File: config.mk
export PLATFORM = sky130hd
export DESIGN_NAME = sample_timing_gen
export DESIGN_NICKNAME = d
export VERILOG_FILES = /design/src/rtl/sample_timing_pkg.sv /design/src/rtl/sample_timing_gen_bit_sync.sv /design/src/rtl/sample_timing_gen.sv
export SDC_FILE = /design/constraint.sdc
export NUM_CORES = 1
export LEC_CHECK = 0
export ABC_AREA = 1
export BUFFER_PORTS_ARGS = -buffer_cell sky130_fd_sc_hd__buf_2
export CAP_MARGIN = 20
export CORE_UTILIZATION = 33
export CTS_BUF_LIST = sky130_fd_sc_hd__clkbuf_4 sky130_fd_sc_hd__clkbuf_8
export DETAILED_ROUTE_END_ITERATION = 8
export SETUP_SLACK_MARGIN = 0.15
export SLEW_MARGIN = 20
export SYNTH_ARGS = -nofsm -noshare
export SYNTH_HDL_FRONTEND = slang
export SYNTH_HIERARCHICAL = 1
export SYNTH_SLANG_ARGS = --single-unit
File: constraint.sdc
create_clock -name clk -period 1.35 [get_ports clk]
set_input_delay 0.27 -clock clk [delete_from_list [all_inputs] [get_ports clk]]
set_output_delay 0.27 -clock clk [all_outputs]
set_load 0.005 [all_outputs]
File: src/rtl/sample_timing_pkg.sv
// rtl/sample_timing_pkg.sv - shared state type and sizing helpers for sample_timing_gen
package sample_timing_pkg;

  typedef enum logic [1:0] {
    IDLE  = 2'd0,
    HUNT  = 2'd1,
    TRACK = 2'd2
  } state_t;

  function automatic int half_of(input int clks_per_bit);
    return clks_per_bit / 2;
  endfunction

  function automatic int phase_w(input int clks_per_bit);
    return $clog2(clks_per_bit);
  endfunction

  function automatic int run_w(input int max_run);
    return $clog2(max_run + 1);
  endfunction

endpackage

File: src/rtl/sample_timing_gen_bit_sync.sv
// rtl/sample_timing_gen_bit_sync.sv - N-stage async-reset synchroniser exposing its last TAPS stages
module bit_sync #(
  parameter int STAGES = 2,
  parameter int TAPS   = 1
) (
  input  logic            clk,
  input  logic            rst,
  input  logic            d,
  output logic [TAPS-1:0] q
);

  logic [STAGES-1:0] sync_q;
  logic [STAGES-1:0] sync_d;

  always_comb sync_d = {sync_q[STAGES-2:0], d};

  always_ff @(posedge clk or posedge rst) begin
    if (rst) begin
      sync_q <= '0;
    end else begin
      sync_q <= sync_d;
    end
  end

  // q[TAPS-1] is the oldest stage
  assign q = sync_q[STAGES-1 -: TAPS];

endmodule

File: src/rtl/sample_timing_gen.sv
// rtl/sample_timing_gen.sv - bit-centre sample pulse generator; SAMPLE_GLITCH_FILTER_EN adds 1-clock glitch rejection
module sample_timing_gen
  import sample_timing_pkg::*;
#(
  parameter int CLKS_PER_BIT = 100,
  parameter int MAX_RUN      = 64
) (
  input  logic                            clk,
  input  logic                            reset,
  input  logic                            enable,
  input  logic                            dInRaw,
  output logic                            dOut,
  output logic                            samplePulse,
  output logic                            locked,
  output logic [$clog2(CLKS_PER_BIT)-1:0] bitPhase
);

  localparam int HALF = half_of(CLKS_PER_BIT);
  localparam int PW   = phase_w(CLKS_PER_BIT);
  localparam int RW   = run_w(MAX_RUN);

  localparam logic [PW-1:0] PHASE_LAST   = PW'(CLKS_PER_BIT - 1);
  localparam logic [PW-1:0] PHASE_SAMPLE = PW'(HALF - 1);
  localparam logic [RW-1:0] RUN_LAST     = RW'(MAX_RUN - 1);
  localparam logic [RW-1:0] RUN_MAX      = '1;

  logic data_edge;

`ifdef SAMPLE_GLITCH_FILTER_EN
  logic [1:0] taps;
  logic       lvl_q, lvl_d;

  bit_sync #(.STAGES(3), .TAPS(2)) u_sync (
    .clk (clk),
    .rst (reset),
    .d   (dInRaw),
    .q   (taps)
  );

  // lvl_q only follows the line once two consecutive stages agree
  always_comb begin
    lvl_d     = lvl_q;
    data_edge = 1'b0;
    if (taps[0] == taps[1]) begin
      lvl_d     = taps[1];
      data_edge = (taps[1] != lvl_q);
    end
  end

  always_ff @(posedge clk or posedge reset) begin
    if (reset) begin
      lvl_q <= 1'b0;
    end else begin
      lvl_q <= lvl_d;
    end
  end

  assign dOut = taps[1];
`else
  logic s2;
  logic s3_q, s3_d;

  bit_sync #(.STAGES(2), .TAPS(1)) u_sync (
    .clk (clk),
    .rst (reset),
    .d   (dInRaw),
    .q   (s2)
  );

  always_comb begin
    s3_d      = s2;
    data_edge = s2 ^ s3_q;
  end

  always_ff @(posedge clk or posedge reset) begin
    if (reset) begin
      s3_q <= 1'b0;
    end else begin
      s3_q <= s3_d;
    end
  end

  assign dOut = s2;
`endif

  state_t        state_q, state_d;
  logic [PW-1:0] phase_q, phase_d;
  logic [RW-1:0] run_q, run_d;
  logic          pulse_q, pulse_d;
  logic          locked_q, locked_d;

  always_comb begin
    state_d = state_q;
    phase_d = phase_q;
    run_d   = run_q;
    unique case (state_q)
      IDLE: begin
        phase_d = '0;
        run_d   = '0;
        if (enable) state_d = HUNT;
      end
      HUNT: begin
        phase_d = '0;
        run_d   = '0;
        if (data_edge) state_d = TRACK;
      end
      TRACK: begin
        if (data_edge) begin
          phase_d = '0;
          run_d   = '0;
        end else if (phase_q == PHASE_LAST) begin
          phase_d = '0;
          if (run_q == RUN_LAST) begin
            state_d = HUNT;
            run_d   = '0;
          end else if (run_q != RUN_MAX) begin
            run_d = run_q + RW'(1);
          end
        end else begin
          phase_d = phase_q + PW'(1);
        end
      end
      default: begin
        state_d = IDLE;
        phase_d = '0;
        run_d   = '0;
      end
    endcase
    if (!enable) begin
      state_d = IDLE;
      phase_d = '0;
      run_d   = '0;
    end
    // an edge landing on the sample slot re-aligns instead of sampling
    pulse_d  = (state_q == TRACK) && !data_edge && (phase_q == PHASE_SAMPLE) && enable;
    locked_d = (state_d == TRACK);
  end

  always_ff @(posedge clk or posedge reset) begin
    if (reset) begin
      state_q  <= IDLE;
      phase_q  <= '0;
      run_q    <= '0;
      pulse_q  <= 1'b0;
      locked_q <= 1'b0;
    end else begin
      state_q  <= state_d;
      phase_q  <= phase_d;
      run_q    <= run_d;
      pulse_q  <= pulse_d;
      locked_q <= locked_d;
    end
  end

  assign samplePulse = pulse_q;
  assign locked      = locked_q;
  assign bitPhase    = phase_q;

endmodule
==> impl_metrics.toml <==
[sta]
finalMaxSlewViolations = 0
setup_viol = 0
fmax_mhz = 777
period_minus_slack_ps = 1290
worst_slack_ps = 63.5
fin_setup_tns_ps = 0
slew_headroom = 0.760
max_slew.worst_pin.slew_ps = 360
clock_skew_ps = 1.61
finalHoldViolCount = 0
fin_crit_sh = 0.953
rsz0062_at_grt = "yes"

[routing]
totalWireLength_um = 2170
viasPerCell = 4.39
route.met3.wl_um = 40
drc_errors = 0
dr.pass1.iters = 4
wire_per_inst_um = 10.8
dr_total_vias = 883
drtIter0Drc = 14
wl_met1_um = 926
highest_layer = "met4"
dr_wl_met2_um = 1190
drtAntennaViolNets = 0

[setup_path]
cp.arrival_ps = 1500
crit_top_cell = "nand2_2"
startpoint_type = "flip-flop"
cp_num_buf_inv = 1
r2r_setup_slack_ps = 60
end_kind = "flip-flop"
crit_chain = "ha_2 -> nand2_2 -> nor2_4 -> nand2_2 -> nand2_4 -> nand2_4 -> nand2_2 -> nand2_1 -> nand2_1 -> inv_1"
crit_family = "simple AND/OR/NAND/NOR gates"
cp.required_ps = 1560
cp.depth = 10
rr_worst_depth = 10
critical_path_class = "reg -> reg"
max_stage_delay_ps = 380
path_max_fanout = 4
slowest_stage = "dfrtp_1"

[global_route]
grt.total_usage = 0.140
grt_pass1_vias = 881
grt_max_degree = 20
antenna_found_initial = 0
overflow = 0
grt_pass1_wl_um = 3680

[placed_design]
portBuffers = 13
gp_congestion = 0.938
place_ws_ps = 52.6
hpwl_um = 1410

[synth]
yosysSeqAreaShare = 0.487
synth_nets = 126
syn_inst = 119
synth_cell_types = 26
syn-cell-area_sq_mm = 0.00108
ys_warn_count = 6
postSynthAreaPerCell_sq_um = 9.06
ys_ff_latch = 21

[cells_and_area]
drive_above_1_share = 0.427
nets = 165
fillers = 293
area_growth_pct = 39.7
n_antenna_cell = 0

[die]
fp.dieH_um = 59.2
die_w_um = 59.2
core_area_sq_mm = 0.00308
io_pins = 14
die_area_sq_mm = 0.00350
start_util = 0.350
rows = 20

[pwr]
power.total_w = 0.00104
ir_drop_mv = 0.475
static-leakage-power_nw = 0.728
power.density_mw_per_mm2 = 691

[cts]
clockBufferDepth = 2
root_buffer = "clkbuf_4"
htreeDepth = 1
clkSinkCount = 21
cts_buffers = 3
clkTransAtPathRegs_ps = 120
insertion_delay_ps = 300
cts_tree = "yes"

[outcome]
status = "finished, final reports clean"

[job]
drv_cap = 0

[worst_hold_path]
whs_path_depth = 1
hold_class = "in -> reg"
## synth_stat cells, drive strengths merged
cell / instances / share of area
dfrtp: 21 / 0.49
inv: 18 / 0.063
nor3: 2 / 0.014
nand3b: 1 / 0.0070
nor2: 21 / 0.12
nand2: 28 / 0.13
a21oi: 3 / 0.014
a21boi: 2 / 0.014
nand3: 9 / 0.046
xnor2: 1 / 0.0081
xor2: 3 / 0.024
nand4: 2 / 0.012
o21bai: 1 / 0.0070
ha: 3 / 0.035
o21ai: 4 / 0.022
## power by group
| part | switching [W] | internal, W | leakage (nW) | total [W] |
|---|---|---|---|---|
| logic | 0.0000490 | 0.0000376 | 0.428 | 0.0000865 |
| clock network | 0.000192 | 0.000110 | 0.0177 | 0.000302 |
| registers | 0.00000996 | 0.000643 | 0.282 | 0.000653 |
## placed cells by master (no fill, tap or decap), types with 3 or more instances in the layout
master	count
nand3_1	7
o21ai_1	3
buf_2	7
dfrtp_1	20
nor2_4	4
a21oi_1	3
buf_4	14
nor2_1	13
inv_1	15
nand2_4	4
clkbuf_4	3
nand2_2	6
nand2_1	18
inv_2	3
xor2_1	3
buf_6	12
## area by class of cell
type	count	area (sq um)	share of cell area
Clock buffer	3	22.5	0.0150
Inverter	18	67.6	0.0449
Tap cell	44	55.1	0.0365
Sequential cell	21	527	0.350
Timing Repair Buffer	34	285	0.189
Multi-Input combinational cell	80	544	0.361
Clock inverter	1	5.00	0.00332
## layer usage
layer,GRT usage,vias to the layer above
li1,-,446
met1,0.175,427
met2,0.242,8
met3,0.0218,2
met4,0.0510,0
met5,0,-
## through the flow
step	hold WS [ps]	util	cells	area, sq um
3_3_place_gp	126	0.408	180	1250
5_1_grt	36.5	0.489	201	1510
4_1_cts	51.5	0.459	196	1410
6_report	64.8	0.489	201	1510
2_1_floorplan	11.2	-	119	1100
3_5_place_dp	138	0.408	180	1250
## what timing repair did
item	CTS	global route
hold endpoints to repair	21	0
setup endpoints to repair	20	21
setup buffers	11	5
pin swaps	4	10
resized for setup	9	13
hold buffers	1	0
## logic make-up (layout without fill, tap and decap cells)
group	Yosys count	after routing	synth area share
buffers and inverters	18	56	0.0626
AOI/OAI and AO/OA	10	10	0.0568
xor gates and xnor gates	4	4	0.0325
adders and majority gates	3	3	0.0348
DFF	21	21	0.487
and+or+nand+nor	63	63	0.326
## sequential cells by signal (all words and copies together) (netlist names)
signal	count
bitPhase	7
run_q	7
state_q	2
u_sync/sync_q	2
locked	1
s3_q	1
samplePulse	1
## final timing paths
path | from | endpoint
min | dInRaw | u_sync/sync_q[0]
max | run_q[1] | run_q[3]
max reg2reg | run_q[1] | run_q[3]
max in group asynchronous | reset | bitPhase[0]
min reg2reg | u_sync/sync_q[0] | u_sync/sync_q[1]
min in group asynchronous | reset | u_sync/sync_q[1]
Note: power is estimated with default switching activity, not from simulation.
